### src/rtl/anim_box_pkg.sv
// Shared types and constants for the bouncing-box overlay generator.
package anim_box_pkg;

  localparam int C_COORD_W = 12;

  typedef enum logic {
    DIR_DEC = 1'b0,
    DIR_INC = 1'b1
  } dir_e;

  // A divider of 1 still needs a one-bit counter so the port widths stay legal.
  function automatic int tickCntWidth(input int div);
    return (div <= 1) ? 1 : $clog2(div);
  endfunction

endpackage

### src/rtl/anim_box_axis.sv
// One motion axis: a position that sweeps 0..LIM and back, plus a range test
// of the scan coordinate against [pos, pos+SIZE).
module anim_box_axis
  import anim_box_pkg::*;
#(
  parameter int LIM  = 8,
  parameter int SIZE = 32
) (
  input  logic                 clk,
  input  logic                 rst_n,
  input  logic                 tick,
  input  logic [C_COORD_W-1:0] coord,
  output logic [C_COORD_W-1:0] pos,
  output logic                 in_range
);

  localparam logic [C_COORD_W-1:0] C_LIM  = C_COORD_W'(LIM);
  localparam logic [C_COORD_W:0]   C_SIZE = (C_COORD_W + 1)'(SIZE);

  logic [C_COORD_W-1:0] r_pos;
  dir_e                 r_dir;
  logic [C_COORD_W:0]   w_coord;
  logic [C_COORD_W:0]   w_lo;
  logic [C_COORD_W:0]   w_hi;

  // At each end the direction flips and the step is taken in the new
  // direction on the same tick, so the endpoint is held for one step only.
  always_ff @(posedge clk) begin
    if (!rst_n) begin
      r_pos <= '0;
      r_dir <= DIR_INC;
    end else if (tick) begin
      unique case (r_dir)
        DIR_INC: begin
          if (r_pos < C_LIM) begin
            r_pos <= r_pos + 1'b1;
          end else begin
            r_dir <= DIR_DEC;
            r_pos <= r_pos - 1'b1;
          end
        end
        DIR_DEC: begin
          if (r_pos != '0) begin
            r_pos <= r_pos - 1'b1;
          end else begin
            r_dir <= DIR_INC;
            r_pos <= r_pos + 1'b1;
          end
        end
        default: begin
          r_pos <= '0;
          r_dir <= DIR_INC;
        end
      endcase
    end
  end

  // One extra bit keeps pos+SIZE from wrapping onto low coordinates.
  assign w_coord  = {1'b0, coord};
  assign w_lo     = {1'b0, r_pos};
  assign w_hi     = w_lo + C_SIZE;
  assign in_range = (w_coord >= w_lo) && (w_coord < w_hi);
  assign pos      = r_pos;

endmodule

### src/rtl/anim_box.sv
// Bouncing-square overlay: flags scan pixels that fall inside a box moving
// diagonally and reflecting off the edges of the motion area.
module anim_box
  import anim_box_pkg::*;
#(
  parameter int P_MAX_X    = 959,
  parameter int P_MAX_Y    = 1199,
  parameter int P_SIZE     = 32,
  parameter int P_TICK_DIV = 200000
) (
  input  logic                 clk,
  input  logic                 rst_n,
  input  logic [C_COORD_W-1:0] x,
  input  logic [C_COORD_W-1:0] y,
  output logic                 out
);

  localparam int                 C_CNT_W    = tickCntWidth(P_TICK_DIV);
  localparam logic [C_CNT_W-1:0] C_CNT_LAST = C_CNT_W'(P_TICK_DIV - 1);

  logic [C_CNT_W-1:0] r_cnt;
  logic               r_out;
  logic               w_tick;
  logic               w_inX;
  logic               w_inY;

  assign w_tick = (r_cnt == C_CNT_LAST);

  always_ff @(posedge clk) begin
    if (!rst_n) begin
      r_cnt <= '0;
    end else if (w_tick) begin
      r_cnt <= '0;
    end else begin
      r_cnt <= r_cnt + 1'b1;
    end
  end

  anim_box_axis #(
    .LIM  (P_MAX_X - P_SIZE),
    .SIZE (P_SIZE)
  ) u_axisX (
    .clk      (clk),
    .rst_n    (rst_n),
    .tick     (w_tick),
    .coord    (x),
    .pos      (),
    .in_range (w_inX)
  );

  anim_box_axis #(
    .LIM  (P_MAX_Y - P_SIZE),
    .SIZE (P_SIZE)
  ) u_axisY (
    .clk      (clk),
    .rst_n    (rst_n),
    .tick     (w_tick),
    .coord    (y),
    .pos      (),
    .in_range (w_inY)
  );

  // The hit uses the position held before this edge's motion update.
  always_ff @(posedge clk) begin
    if (!rst_n) begin
      r_out <= 1'b0;
    end else begin
      r_out <= w_inX & w_inY;
    end
  end

  assign out = r_out;

endmodule

### config.mk
export PLATFORM = sky130hd
export DESIGN_NAME = anim_box
export DESIGN_NICKNAME = d
export VERILOG_FILES = /design/src/rtl/anim_box_pkg.sv /design/src/rtl/anim_box_axis.sv /design/src/rtl/anim_box.sv
export SDC_FILE = /design/constraint.sdc
export NUM_CORES = 1
export LEC_CHECK = 0
export ABC_AREA = 1
export CAP_MARGIN = 20
export CORE_MARGIN = 3
export CORE_UTILIZATION = 58
export DETAILED_ROUTE_END_ITERATION = 10
export GPL_ROUTABILITY_DRIVEN = 0
export GPL_TIMING_DRIVEN = 0
export HOLD_SLACK_MARGIN = 0.06
export MAX_ROUTING_LAYER = met4
export PLACE_DENSITY = 0.8
export SYNTH_ARGS = -nofsm -noshare
export SYNTH_HDL_FRONTEND = slang
export SYNTH_SLANG_ARGS = --single-unit
### constraint.sdc
create_clock -name clk -period 4.7 [get_ports clk]
set_input_delay 1.41 -clock clk [delete_from_list [all_inputs] [get_ports clk]]
set_output_delay 1.41 -clock clk [all_outputs]
set_load 0.1 [all_outputs]
==> flow_summary.json <==
{
  "result_of_the_run": "completed",
  "rsz_0062_raised_after_global_routing": "false",
  "clk_pin_slew_worst_paths_ns": 0.09,
  "antenna_violating_nets_post_route": 0,
  "cts_root_buf": "sky130_fd_sc_hd__clkbuf_8",
  "detail_route.iter0.violations": 356,
  "first_global_vias": 3970,
  "netlist_area_um2": 4270,
  "die_h_um": 91.8,
  "final.min_clock_period_ns": 3.16,
  "max_h_tree_level": 2,
  "post_detail_place_hpwl_um": 8140,
  "die_w_um": 91.8,
  "setup_viol": 0,
  "critical_path_buffers_and_inverters": 1,
  "cts.sink_count": 45,
  "slowest_delay_ns": 1.12,
  "grt_pass1_wl_um": 17300,
  "worst_pin_slew_ns": 0.960,
  "least_setup_slack_across_all_paths_after_layout_ns": 1.54,
  "tritoncts": "built",
  "syn2layout_area_growth_pct": 11.7,
  "floorplan.io_pins": 27,
  "grt_antenna_before_repair": 0,
  "r2r_setup_slack_ns": 2.48,
  "max-clock-path-buffers": 2,
  "final_cell_mix": "sky130_fd_sc_hd__nand2_1 (149), sky130_fd_sc_hd__nor2_1 (85), sky130_fd_sc_hd__inv_1 (74)",
  "register_bit_total_from_synthesis": 45,
  "yosys_warnings": 0,
  "grt-ovfl-total": 0,
  "synthesis.area_per_instance_um2": 6.63,
  "critical_path_required_ns": 3.29,
  "n_fill_cell": 619,
  "first_pass_iters": 5,
  "vias_after_detailed_routing": 4219,
  "start_to_end_type_of_the_worst_setup_path": "reg -> out",
  "post_cts_hold_buffer_count": 0,
  "max_cap_violations": 0,
  "achievable-frequency_mhz": 317,
  "layout.nets": 752,
  "holdPathEnd": "r_cnt[8]$_SDFF_PP0_",
  "reg2regPathDepth": 11,
  "yosysSeqAreaShare_pct": 21.1,
  "floorplan.initialDensity_pct": 61.2,
  "final_max_slew_viol_count": 0,
  "cts_made_buffers": 5,
  "groute.usage.overall_pct": 25.3,
  "power_leakage_nw": 2.16,
  "net_count_after_synthesis": 719,
  "max_ir_drop_vdd_mv": 0.186,
  "floorplan.die_area_um2": 8430,
  "crit_path_end_kind": "primary output",
  "layout_commonest_cell": "sky130_fd_sc_hd__nand2_1",
  "insertion_delay_ns": 0.31,
  "hold_violations": 0,
  "cts_resized": 0,
  "grt_max_degree": 15,
  "antenna_cells": 0,
  "clock_skew_ns": 0.00798,
  "pwr_per_cell_area_nw_per_um2": 164,
  "worst-endpoint-arrival_ns": 1.75,
  "post-route-drc-count": 0,
  "cpMaxStageDelayCell": "sky130_fd_sc_hd__clkdlybuf4s50_1",
  "row_count": 30,
  "yosysUniqueCellTypes": 44,
  "layout_worst_path_cycle_share_pct": 67.2,
  "worstReg2RegEnd": "out$_SDFF_PN0_",
  "post_route_cells_drive_above_1_share_pct": 10.2,
  "max_slew_margin_pct": 35.8,
  "setup_tns_ns": 0,
  "whs_ns": 0.486,
  "path_delay_family": "buffers and inverters",
  "worst_hold_path.num_cells": 2,
  "syn_inst": 644,
  "detailedPlace.worstSlack_ns": 1.58,
  "hold_class": "reg -> reg",
  "critPathLaunchType": "register",
  "post-cts-setup-buffers": 0,
  "vias_per_cell": 5.45,
  "coreArea_um2": 6980,
  "r2r_start": "u_axisX.pos[5]$_SDFFE_PN0P_",
  "routedWlPerCell_um": 13.2,
  "drt_wl_total_um": 10200,
  "path_cells": "clkdlybuf4s50_1",
  "hold_path_startpoint": "r_cnt[8]$_SDFF_PP0_",
  "layout.core_utilization_pct": 68.3,
  "io_buffers": 26,
  "maximum_fanout_along_the_worst_path": 1
}
synth_stat cells (all sizes together):
master	n	area share, %
and3b	1	0.21
o22ai	3	0.44
nand2	156	14
nor2	96	9.6
buf	12	2.8
o31ai	1	0.18
nand4	20	2.9
nand3b	5	1.2
inv	83	7.3
xnor2	5	1.0
or2	2	0.29
and3	1	0.15
nor3b	2	0.47
ha	49	14
o21ai	32	4.1
nor4	2	0.29
nand3	43	6.4
o21bai	1	0.18
a21oi	41	5.0
dfxtp	45	21
clkinv	2	0.32
o211ai	3	0.64
xor2	25	5.1
and2	1	0.15
nor3	13	1.6
per-stage QoR:
| step | area [um2] | total power, mW | std cells |
|---|---|---|---|
| after global placement | 4650 | 0.473 | 766 |
| after global routing | 4770 | 0.816 | 774 |
| after floorplan | 4270 | 0.438 | 644 |
| after detailed placement | 4650 | 0.478 | 766 |
| after CTS | 4770 | 0.791 | 774 |
| final | 4770 | 0.785 | 774 |
flip-flops by register name (all words and copies together) (netlist names):
register and flops:
u_axisX.r_dir 1, u_axisX.pos 12, r_cnt 18, u_axisY.r_dir 1
out 1, u_axisY.pos 12
how the worst max path moves through the flow:
stage                   startpoint             end  slack [ns]  cells past startpoint
finish              out$_SDFF_PN0_             out        1.54                      1
global route        out$_SDFF_PN0_             out        1.51                      1
CTS                 out$_SDFF_PN0_             out        1.54                      1
detailed placement            y[3]  out$_SDFF_PN0_        1.58                      8
global placement              y[3]  out$_SDFF_PN0_        1.59                      8
floorplan                    y[11]  out$_SDFF_PN0_        2.31                      9
final cells by class:
type | count | area [um2] | area share (%)
multi-input cells | 502 | 2930 | 61.3
flip-flops and latches | 45 | 901 | 18.9
inverters | 85 | 325 | 6.82
repair buffers | 26 | 260 | 5.46
well taps | 96 | 120 | 2.52
plain buffers | 12 | 119 | 2.49
clock buffers | 6 | 82.6 | 1.73
clock inverters | 2 | 37.5 | 0.787
kinds of logic (layout without fill, tap and decap cells):
| logic type | after synthesis | count (layout) | synth area share, % |
|---|---|---|---|
| AND/OR/NAND/NOR | 342 | 342 | 37.5 |
| buffers and inverters | 97 | 131 | 10.4 |
| AO/OA/AOI/OAI | 81 | 81 | 10.5 |
| adder cells (fa/ha/maj) | 49 | 49 | 14.4 |
| flip-flops | 45 | 45 | 21.1 |
| XOR/XNOR | 30 | 30 | 6.15 |
power breakdown:
group          internal (mW)  total [mW]  switching (mW)
clock                  0.173       0.315           0.142
sequential             0.383       0.385         0.00196
combinational         0.0416      0.0844          0.0428
metal layers:
layer / global-route usage, % / wire length [um] / vias up
met5: - / 0 / -
met4: 5.57 / 90 / 0
met2: 42.3 / 4890 / 119
li1: - / - / 2162
met3: 3.04 / 452 / 10
met1: 32.9 / 4780 / 1928
Power figures use the tool's default switching activity.
